--- config.mk ---
export PLATFORM = sky130hd
export DESIGN_NAME = demokit_vga_timing
export DESIGN_NICKNAME = d
export VERILOG_FILES = /design/src/rtl/demokit_vga_timing.sv
export SDC_FILE = /design/constraint.sdc
export NUM_CORES = 1
export LEC_CHECK = 0
export ABC_AREA = 0
export CORE_ASPECT_RATIO = 1.5
export CORE_MARGIN = 10
export CORE_UTILIZATION = 25
export DETAILED_ROUTE_END_ITERATION = 7
export PLACE_DENSITY_LB_ADDON = 0.2
export SYNTH_ARGS = -nofsm -noshare
export SYNTH_HDL_FRONTEND = slang
export SYNTH_SLANG_ARGS = --single-unit
--- constraint.sdc ---
create_clock -name clk -period 2.3 [get_ports clk]
set_input_delay 0.345 -clock clk [delete_from_list [all_inputs] [get_ports clk]]
set_output_delay 0.345 -clock clk [all_outputs]
set_load 0.005 [all_outputs]
--- src/rtl/demokit_vga_timing.sv ---
// rtl/demokit_vga_timing.sv - parametrised VGA raster timing generator (h/v counters, syncs, de, x/y, pulses, frame count)
// Optional DEMOKIT_VGA_PIPE_EN adds one register stage on every output (latency 2 instead of 1).
module demokit_vga_timing #(
   parameter int H_ACTIVE  = 640,
   parameter int H_FP      = 16,
   parameter int H_SYNC    = 96,
   parameter int H_BP      = 48,
   parameter int V_ACTIVE  = 480,
   parameter int V_FP      = 10,
   parameter int V_SYNC    = 2,
   parameter int V_BP      = 33,
   parameter int HSYNC_POL = 0,
   parameter int VSYNC_POL = 0,
   parameter int FRAME_W   = 8,
   localparam int H_TOTAL  = H_ACTIVE + H_FP + H_SYNC + H_BP,
   localparam int V_TOTAL  = V_ACTIVE + V_FP + V_SYNC + V_BP,
   localparam int XW       = $clog2(H_TOTAL),
   localparam int YW       = $clog2(V_TOTAL)
) (
   input  logic               clk,
   input  logic               rst,
   input  logic               en,
   output logic               hsync,
   output logic               vsync,
   output logic               de,
   output logic [XW-1:0]      x,
   output logic [YW-1:0]      y,
   output logic               line_start,
   output logic               frame_start,
   output logic [FRAME_W-1:0] frame
);

   localparam logic [XW-1:0] H_ACT_C  = XW'(H_ACTIVE);
   localparam logic [XW-1:0] H_SS_C   = XW'(H_ACTIVE + H_FP);
   localparam logic [XW-1:0] H_SE_C   = XW'(H_ACTIVE + H_FP + H_SYNC);
   localparam logic [XW-1:0] H_LAST_C = XW'(H_TOTAL - 1);
   localparam logic [YW-1:0] V_ACT_C  = YW'(V_ACTIVE);
   localparam logic [YW-1:0] V_SS_C   = YW'(V_ACTIVE + V_FP);
   localparam logic [YW-1:0] V_SE_C   = YW'(V_ACTIVE + V_FP + V_SYNC);
   localparam logic [YW-1:0] V_LAST_C = YW'(V_TOTAL - 1);
   localparam logic          HS_ON    = (HSYNC_POL != 0);
   localparam logic          VS_ON    = (VSYNC_POL != 0);

   logic [XW-1:0]      h_q, h_d;
   logic [YW-1:0]      v_q, v_d;
   logic [FRAME_W-1:0] frame_q, frame_d;
   logic               hsync_q, hsync_d;
   logic               vsync_q, vsync_d;
   logic               de_q, de_d;
   logic [XW-1:0]      x_q, x_d;
   logic [YW-1:0]      y_q, y_d;
   logic               ls_q, ls_d;
   logic               fs_q, fs_d;
   logic               h_act, v_act;

   assign h_act = (h_q < H_ACT_C);
   assign v_act = (v_q < V_ACT_C);

   // Outputs capture the decode of the current position; counters then advance.
   always_comb begin
      h_d     = h_q;
      v_d     = v_q;
      frame_d = frame_q;
      hsync_d = hsync_q;
      vsync_d = vsync_q;
      de_d    = de_q;
      x_d     = x_q;
      y_d     = y_q;
      ls_d    = 1'b0;
      fs_d    = 1'b0;
      if (en) begin
         de_d    = h_act && v_act;
         x_d     = h_act ? h_q : '0;
         y_d     = v_act ? v_q : '0;
         hsync_d = ((h_q >= H_SS_C) && (h_q < H_SE_C)) ? HS_ON : ~HS_ON;
         vsync_d = ((v_q >= V_SS_C) && (v_q < V_SE_C)) ? VS_ON : ~VS_ON;
         ls_d    = (h_q == '0);
         fs_d    = (h_q == '0) && (v_q == '0);
         if (h_q == H_LAST_C) begin
            h_d = '0;
            if (v_q == V_LAST_C) begin
               v_d     = '0;
               frame_d = frame_q + FRAME_W'(1);
            end else begin
               v_d = v_q + YW'(1);
            end
         end else begin
            h_d = h_q + XW'(1);
         end
      end
   end

   always_ff @(posedge clk) begin
      if (rst) begin
         h_q     <= '0;
         v_q     <= '0;
         frame_q <= '0;
         hsync_q <= ~HS_ON;
         vsync_q <= ~VS_ON;
         de_q    <= 1'b0;
         x_q     <= '0;
         y_q     <= '0;
         ls_q    <= 1'b0;
         fs_q    <= 1'b0;
      end else begin
         h_q     <= h_d;
         v_q     <= v_d;
         frame_q <= frame_d;
         hsync_q <= hsync_d;
         vsync_q <= vsync_d;
         de_q    <= de_d;
         x_q     <= x_d;
         y_q     <= y_d;
         ls_q    <= ls_d;
         fs_q    <= fs_d;
      end
   end

`ifdef DEMOKIT_VGA_PIPE_EN
   // Unconditional retiming stage; en does not gate it, so pulses stay one clk wide.
   logic               hsync_p_q, vsync_p_q, de_p_q, ls_p_q, fs_p_q;
   logic [XW-1:0]      x_p_q;
   logic [YW-1:0]      y_p_q;
   logic [FRAME_W-1:0] frame_p_q;

   always_ff @(posedge clk) begin
      if (rst) begin
         hsync_p_q <= ~HS_ON;
         vsync_p_q <= ~VS_ON;
         de_p_q    <= 1'b0;
         x_p_q     <= '0;
         y_p_q     <= '0;
         ls_p_q    <= 1'b0;
         fs_p_q    <= 1'b0;
         frame_p_q <= '0;
      end else begin
         hsync_p_q <= hsync_q;
         vsync_p_q <= vsync_q;
         de_p_q    <= de_q;
         x_p_q     <= x_q;
         y_p_q     <= y_q;
         ls_p_q    <= ls_q;
         fs_p_q    <= fs_q;
         frame_p_q <= frame_q;
      end
   end

   assign hsync       = hsync_p_q;
   assign vsync       = vsync_p_q;
   assign de          = de_p_q;
   assign x           = x_p_q;
   assign y           = y_p_q;
   assign line_start  = ls_p_q;
   assign frame_start = fs_p_q;
   assign frame       = frame_p_q;
`else
   assign hsync       = hsync_q;
   assign vsync       = vsync_q;
   assign de          = de_q;
   assign x           = x_q;
   assign y           = y_q;
   assign line_start  = ls_q;
   assign frame_start = fs_q;
   assign frame       = frame_q;
`endif

endmodule

* After elaboration in Yosys (flattened, before gate mapping)
Index checks and enable logic that the tools add are counted.
** Storage, ports and cells
- Register bits after elaboration :: 53
- Input bits :: 3
- Output and inout bits :: 33
- Logic and storage cells :: 37
** Operators by class
- Add/subtract/negate cells :: 3
- $lt $le $gt $ge :: 6
- Equal/unequal tests :: 2
- Multiplexer cells :: 6
- Bitwise operators :: 1
- Reductions and logical operators :: 9
** Operator list (count)
- two-way mux 10 bit :: 4
- adder 10 x 1 -> 10 bit (second input constant) :: 2
- == test 10 bit (second input constant) :: 2
- zero test 10 bit :: 2
- less-than comparator 10 bit (second input constant) :: 2
- less-than comparator 10 x 9 -> 1 bit (second input constant) :: 2
- >= comparator 10 bit (second input constant) :: 1
- >= comparator 10 x 9 -> 1 bit (second input constant) :: 1
- adder 8 x 1 -> 8 bit (second input constant) :: 1
- logical AND 1 bit :: 4
- AND reduction 3 bit :: 1
- two-way mux 1 bit :: 2
- AND reduction 2 bit :: 1
- OR reduction 2 bit :: 1
- inverter 1 bit :: 1

* Depth between registers and ports, before layout
Gate-level depths: netlist of the first run.
- Word-level depth :: 3
- Depth in mapped cells :: 8
- Mapped depth without buffers :: 6

* Worst setup path after synthesis of the first run
No wires, ideal clock.
- Kind :: reg2reg
- From :: reg h_q[1]
- To :: reg frame_q[6], in the netlist frame[6]
- Library setup time :: 0.070 ns
- Data arrival time :: 2.041 ns
- Required time :: 2.230 ns
- Path slack :: 0.189 ns
- Cell stages (with the launch flop) :: 7
- Buffers on the path :: 1
- Clock period less this slack :: 2.111 ns
- Cell sequence :: dfxtp_1 ha_1 nand4_4 or4_4 buf_6 or4_1 a21oi_1
** On the way
- Cells in the longest elaborated chain, start to end :: 2
** RTL lines
- start, declared :: line 44 : logic [XW-1:0] h_q, h_d;
- start signal, assigned :: line 95 : h_q <= '0;
- start signal, assigned :: line 106 : h_q <= h_d;
- == test 10 bit :: line 79 : if (h_q == H_LAST_C) begin
- AND reduction 3 bit (no source line)
- end signal, assigned :: line 108 : frame_q <= frame_d;
- end, declared :: line 46 : logic [FRAME_W-1:0] frame_q, frame_d;
No other way between the ends.
A chain may end at the register's enable or synchronous reset.

* Worst setup path in the final report of the first run
- From :: reg v_q[4]
- To :: reg frame_q[5], in the netlist frame[5]
** On the way
- Cells in the longest elaborated chain, start to end :: 2
** RTL lines
- start, declared :: line 45 : logic [YW-1:0] v_q, v_d;
- start signal, assigned :: line 107 : v_q <= v_d;
- == test 10 bit :: line 81 : if (v_q == V_LAST_C) begin
- AND reduction 3 bit (no source line)
No other way between the ends.

==> results of run 1 <==
## sequential cells by signal (all words and copies together), names as in the netlist
signal and flops:
frame 8, frame_start 1, de 1, vsync 1
hsync 1, h_q 10, v_q 10, y 10
line_start 1, x 10
## worst max path at each step
stage                         from                     to  slack, ns  cells past startpoint
2_1_floorplan  h_q[1]$_SDFFE_PP0P_  frame[6]$_SDFFE_PP0P_       0.19                      6
3_3_place_gp                    en    v_q[9]$_SDFFE_PP0P_      -0.08                      8
3_5_place_dp                    en    v_q[9]$_SDFFE_PP0P_      -0.07                      8
4_1_cts        v_q[4]$_SDFFE_PP0P_  frame[5]$_SDFFE_PP0P_       0.13                      4
5_1_grt        v_q[4]$_SDFFE_PP0P_  frame[6]$_SDFFE_PP0P_       0.03                      4
6_report       v_q[4]$_SDFFE_PP0P_  frame[5]$_SDFFE_PP0P_       0.11                      4
## critical path: stages (launching register included)
cell and delay (ns):
dfxtp_1 0.32, or4_4 0.54, or3_1 0.57, or4_1 0.54, a21oi_1 0.15
## synth_stat cells
library cell | instances | area, µm²
dfxtp_1 | 53 | 1060
a21oi_1 | 21 | 105
a22o_1 | 18 | 158
nand3_1 | 18 | 90.1
nor2_1 | 17 | 63.8
clkbuf_1 | 11 | 41.3
o21ai_0 | 8 | 40.0
o31ai_1 | 8 | 60.1
or3_1 | 8 | 50.1
or4_1 | 8 | 60.1
inv_1 | 7 | 26.3
and3_1 | 6 | 37.5
xnor2_1 | 6 | 52.6
ha_1 | 5 | 62.6
nand2_1 | 5 | 18.8
nand2b_1 | 5 | 31.3
nor3_1 | 4 | 20.0
nor4_1 | 4 | 25.0
xor2_1 | 4 | 35.0
and2_1 | 3 | 18.8
and4_1 | 3 | 26.3
buf_2 | 2 | 10.0
buf_6 | 2 | 22.5
nand3b_1 | 2 | 15.0
nand4_1 | 2 | 12.5
nor2b_1 | 2 | 12.5
or4_4 | 2 | 22.5
a21o_1 | 1 | 7.51
buf_1 | 1 | 3.75
clkbuf_2 | 1 | 5.00
mux2i_1 | 1 | 10.0
nand4_4 | 1 | 21.3
nand4b_1 | 1 | 8.76
nor4b_1 | 1 | 8.76
or2_1 | 1 | 6.26
or2_2 | 1 | 6.26
## routing by layer
metal | vias to the layer above | part of all wire (%)
met4 | 0 | 3.1
li1 | 969 | -
met2 | 33 | 51
met5 | - | 0
met1 | 912 | 42
met3 | 11 | 3.9
## cell type report
type,instances,area [µm²],area share (%)
sequential,53,1060,35.8
timing repair buffer,54,493,16.6
multi-input combinational,166,1090,36.7
inverter,7,26.3,0.887
tap,110,138,4.65
clock inverter,1,5.00,0.169
clock buffer,7,153,5.15
## cell families (layout without fill, tap and decap cells)
logic type / count (synthesis) / in the layout / synth area share, %
adder cells (fa/ha/maj): 5 / 5 / 2.77
flip-flops: 53 / 53 / 47.0
multiplexers: 1 / 1 / 0.444
AND/OR/NAND/NOR: 94 / 94 / 24.6
XOR/XNOR: 10 / 10 / 3.88
AO/OA/AOI/OAI: 56 / 56 / 16.4
buffers and inverters: 24 / 69 / 4.83
## power groups by stage
stage	registers [mW]	clock network [mW]	logic, mW
3_3_place_gp	0.953	0	0.0692
4_1_cts	0.931	0.819	0.0691
3_5_place_dp	0.953	0	0.0690
2_1_floorplan	0.952	0	0.0365
6_report	0.932	0.791	0.0668
5_1_grt	0.932	0.864	0.0748
## metrics by stage
stage	instance area, µm²	util, %	worst slack [ns]
after floorplan	2260	-	0.189
after global placement	2800	31.8	-0.0834
after detailed placement	2800	31.8	-0.0665
after CTS	2960	33.5	0.126
after global routing	2960	33.5	0.0285
final	2960	33.5	0.108
==> flow_summary.ini, run 1 <==
[worst_setup_path]
worstPathMaxFanout = 16
critPathArrivalTime_ns = 2.42
ff2ff_path_depth = 4
reg2reg_to = frame[5]$_SDFFE_PP0P_
crit_path_start_kind = flop
worstSetupPathType = reg2reg
end_kind = flop
timing.rr.start = v_q[4]$_SDFFE_PP0P_
cp_data_required_time_ns = 2.53
reg2reg_slack_ns = 0.11

[drt]
drc_errors = 0
viasPerCell = 4.84
antenna_left = 0
vias = 1925
wl_mm = 5.87
drtIter0Drc = 124
firstDrtPassIters = 4
wl_per_cell_um = 14.7

[final_layout]
areaGrowthSynthToFinish_pct = 31.3
insertedDiodeCount = 0
finalNonFillerCells = 398
layout-drive-gt1-share_pct = 10.8
final_nets = 295
fill_cells = 925
final_common_cell = dfxtp_1
final_cell_mix = dfxtp_1 (53), clkdlybuf4s50_1 (35), a21oi_1 (21)

[timing]
slew_headroom_pct = 56.4
rsz0062_at_grt = false
fin_setup_tns_ns = 0
clock.fmax_mhz = 456
fin_worst_skew_ns = 0.00223
hold_violations = 0
holdWs_ns = 0.470
period_share_pct = 95.3
slew_viol_final = 0
worst_slew_pin_slew_ns = 0.652
finalSetupViolCount = 0
min_period_ns = 2.19

[pwr]
clkPwrFrac_pct = 44.2
p_leak_nw = 1.04
power_density_nw_per_um2 = 604
vdd_drop_max_v = 0.000323
seq_power_share_pct = 52.1
sw_frac_of_total_pct = 20.9
internal_power_mw = 1.42
p_switching_mw = 0.373
power.total_mw = 1.79
power.combinational.fraction_pct = 3.7

[place]
gp_congestion = 0.752
hpwlAfterDp_mm = 4.37
dp.cells = 390
port-buffer-count = 35

[clock_network]
cts_hold_buffers = 0
htreeDepth = 2
clock_latency_ns = 0.29
numClockSinks = 53
cts_inserted_buffers = 5
tritoncts = built
postCtsSetupBuffers = 0
clk_pin_slew_ns = 0.07
cts_root_buf = clkbuf_16
clockBufferDepth = 2
cts_resized = 0

[synth]
synth_cells = 243
synth_nets = 251
yosysSeqAreaShare_pct = 47.0
synthesis.area_um2 = 2260
syn_area_per_cell_um2 = 9.28
yosysWarnings = 0
ys_ff_latch = 53
synth_cell_type_count = 36

[job]
max_cap_violations = 0

[floorplan]
dieArea_um2 = 13300
rows = 42
die-width_um = 97.6
io_pins = 36
core_um2 = 8830
die_h_um = 136
start_util_pct = 25.6

[global_routing]
met3_usage_pct = 2.54
grt.busiest_layer = met2
grt_pass1_wl_mm = 9.92
grt_max_degree = 20
grt_use_met1_pct = 9.29
grt_usage_pct = 9.07
use_met2_pct = 16.1
antenna_found_initial = 0
grt_pass1_vias = 1975
overflow = 0

[outcome]
outcome = complete, no violations

[worst_hold_path]
hold_depth = 2
hold_end = y[4]$_SDFFE_PP0P_
hp-start = y[4]$_SDFFE_PP0P_
hold_path_class = reg2reg
Power figures use the tool's default switching activity.
==> run 2, diff against run 1 <==
--- a/config.mk
+++ b/config.mk
@@ -6,8 +6,9 @@
 export NUM_CORES = 1
 export LEC_CHECK = 0
 export ABC_AREA = 0
+export CAP_MARGIN = 20
 export CORE_ASPECT_RATIO = 1.5
-export CORE_MARGIN = 10
+export CORE_MARGIN = 2
 export CORE_UTILIZATION = 25
 export DETAILED_ROUTE_END_ITERATION = 7
 export PLACE_DENSITY_LB_ADDON = 0.2
==> run 2 against run 1 <==
Cell count shrank 0.75%. Die area decreased by 26%. Combinational power about the same. Critical path depth unchanged. Sequential power about the same. Clock-buffer cell count is 1 lower. Worst setup slack better by 0.046 ns. Via count shrank 0.99%. Global-route usage up 3.5 points. Core utilization rose by 0.16 points. Clock skew rose by 0.0044 ns. Final area is 0.13% lower. Critical path type unchanged. Highest routed layer unchanged.
==> flow_summary.ini, run 2 (same netlist as run 1, synthesis figures left out) <==
[floorplan]
die_h_um = 120
io_pins = 36
die-width_um = 81.6
core_um2 = 8780
dieArea_um2 = 9810
rows = 42
start_util_pct = 25.7

[worst_setup_path]
startpoint = v_q[4]$_SDFFE_PP0P_
timing.rr.start = v_q[4]$_SDFFE_PP0P_
reg2reg_slack_ns = 0.15
cp_data_required_time_ns = 2.53
ff2ff_path_depth = 4
critPathArrivalTime_ns = 2.38
end_kind = flop
worstSetupPathType = reg2reg
crit_path_start_kind = flop
worstPathMaxFanout = 13
reg2reg_to = frame[5]$_SDFFE_PP0P_

[clock_network]
htreeDepth = 2
numClockSinks = 53
cts_root_buf = clkbuf_16
cts_hold_buffers = 0
clockBufferDepth = 2
cts_inserted_buffers = 5
clk_pin_slew_ns = 0.07
cts_resized = 0
clock_latency_ns = 0.30
postCtsSetupBuffers = 0
tritoncts = built

[worst_hold_path]
hold_end = y[9]$_SDFFE_PP0P_
hold_depth = 1
hold_path_class = reg2reg
hp-start = y[9]$_SDFFE_PP0P_

[pwr]
vdd_drop_max_v = 0.000396
power_density_nw_per_um2 = 639
p_leak_nw = 1.03

[drt]
firstDrtPassIters = 4
antenna_left = 0
drtIter0Drc = 93
vias = 1906
viasPerCell = 4.83
drc_errors = 0
wl_per_cell_um = 14.3
wl_mm = 5.65

[place]
gp_congestion = 0.754
port-buffer-count = 35
pre_cts_ws_ns = -0.0530
placed_cell_area_um2 = 2780
hpwlAfterDp_mm = 4.15
dp.cells = 387

[timing]
min_period_ns = 2.15
hold_violations = 0
worst_slew_pin_slew_ns = 0.670
period_share_pct = 93.3
fin_setup_tns_ns = 0
finalSetupViolCount = 0
fin_worst_skew_ns = 0.00668
slew_viol_final = 0
slew_headroom_pct = 55.1
clock.fmax_mhz = 466
fin_ws_ns = 0.155
rsz0062_at_grt = false

[global_routing]
antenna_found_initial = 0
grt_usage_pct = 12.6
grt_pass1_wl_mm = 9.29
grt_max_degree = 17
grt_pass1_vias = 1874
overflow = 0

[final_layout]
layout-drive-gt1-share_pct = 9.82
fill_cells = 916
final_nets = 292
areaGrowthSynthToFinish_pct = 31.1
final_common_cell = dfxtp_1
finalNonFillerCells = 395
final_core_utilization_pct = 33.7
final_cell_mix = dfxtp_1 (53), clkdlybuf4s50_1 (35), a21oi_1 (21)
insertedDiodeCount = 0
final_cell_area_um2 = 2960

[job]
max_cap_violations = 0

[outcome]
outcome = complete, no violations
-- run 2: cell types whose count changed in the layout (fill, tap and decap cells not counted) --
cell	delta
buf_4	-3
bufinv_16	+1
clkbuf_8	-1
clkinv_2	-1
clkinvlp_4	+1
-- run 2: worst max-delay path: stages (launching register included) --
cell and delay [ns]:
dfxtp_1 0.32, or4_4 0.54, or3_1 0.55, or4_1 0.54
a21oi_1 0.14
-- run 2: per-stage QoR --
stage	hold WS, ns	power, mW
finish	0.464	1.89
global route	0.492	1.97
CTS	0.470	1.93
detailed placement	0.452	1.02
global placement	0.447	1.02
floorplan	0.455	0.989
-- run 2: how the worst max path moves through the flow --
stage                                 end  slack (ns)  depth (start not counted)
finish              frame[5]$_SDFFE_PP0P_        0.15                          4
global route        frame[4]$_SDFFE_PP0P_        0.06                          4
CTS                 frame[7]$_SDFFE_PP0P_        0.16                          4
detailed placement  frame[7]$_SDFFE_PP0P_       -0.05                          5
global placement    frame[5]$_SDFFE_PP0P_       -0.05                          5
floorplan           frame[6]$_SDFFE_PP0P_        0.19                          6
-- run 2: area by class of cell --
cell class	instances	area, µm²	area share, %
clock inverter	2	37.5	1.27
tap	110	138	4.65
timing repair buffer	51	470	15.9
clock buffer	6	139	4.70
inverter	7	26.3	0.888
multi-input combinational	166	1090	36.7
sequential	53	1060	35.9
-- run 2: power by group --
part | total (mW) | switching (mW) | internal (mW)
logic | 0.0666 | 0.0375 | 0.0291
registers | 0.931 | 0.00575 | 0.925
clock network | 0.892 | 0.348 | 0.544
total | 1.89 | 0.392 | 1.50
-- run 2: metal layers --
layer | vias up | GRT usage (%) | wire length (µm)
li1 | 969 | - | -
met1 | 903 | 14.4 | 2450
met4 | 0 | 7.10 | 178
met5 | - | 0 | 0
met2 | 26 | 21.4 | 2910
met3 | 8 | 2.24 | 111
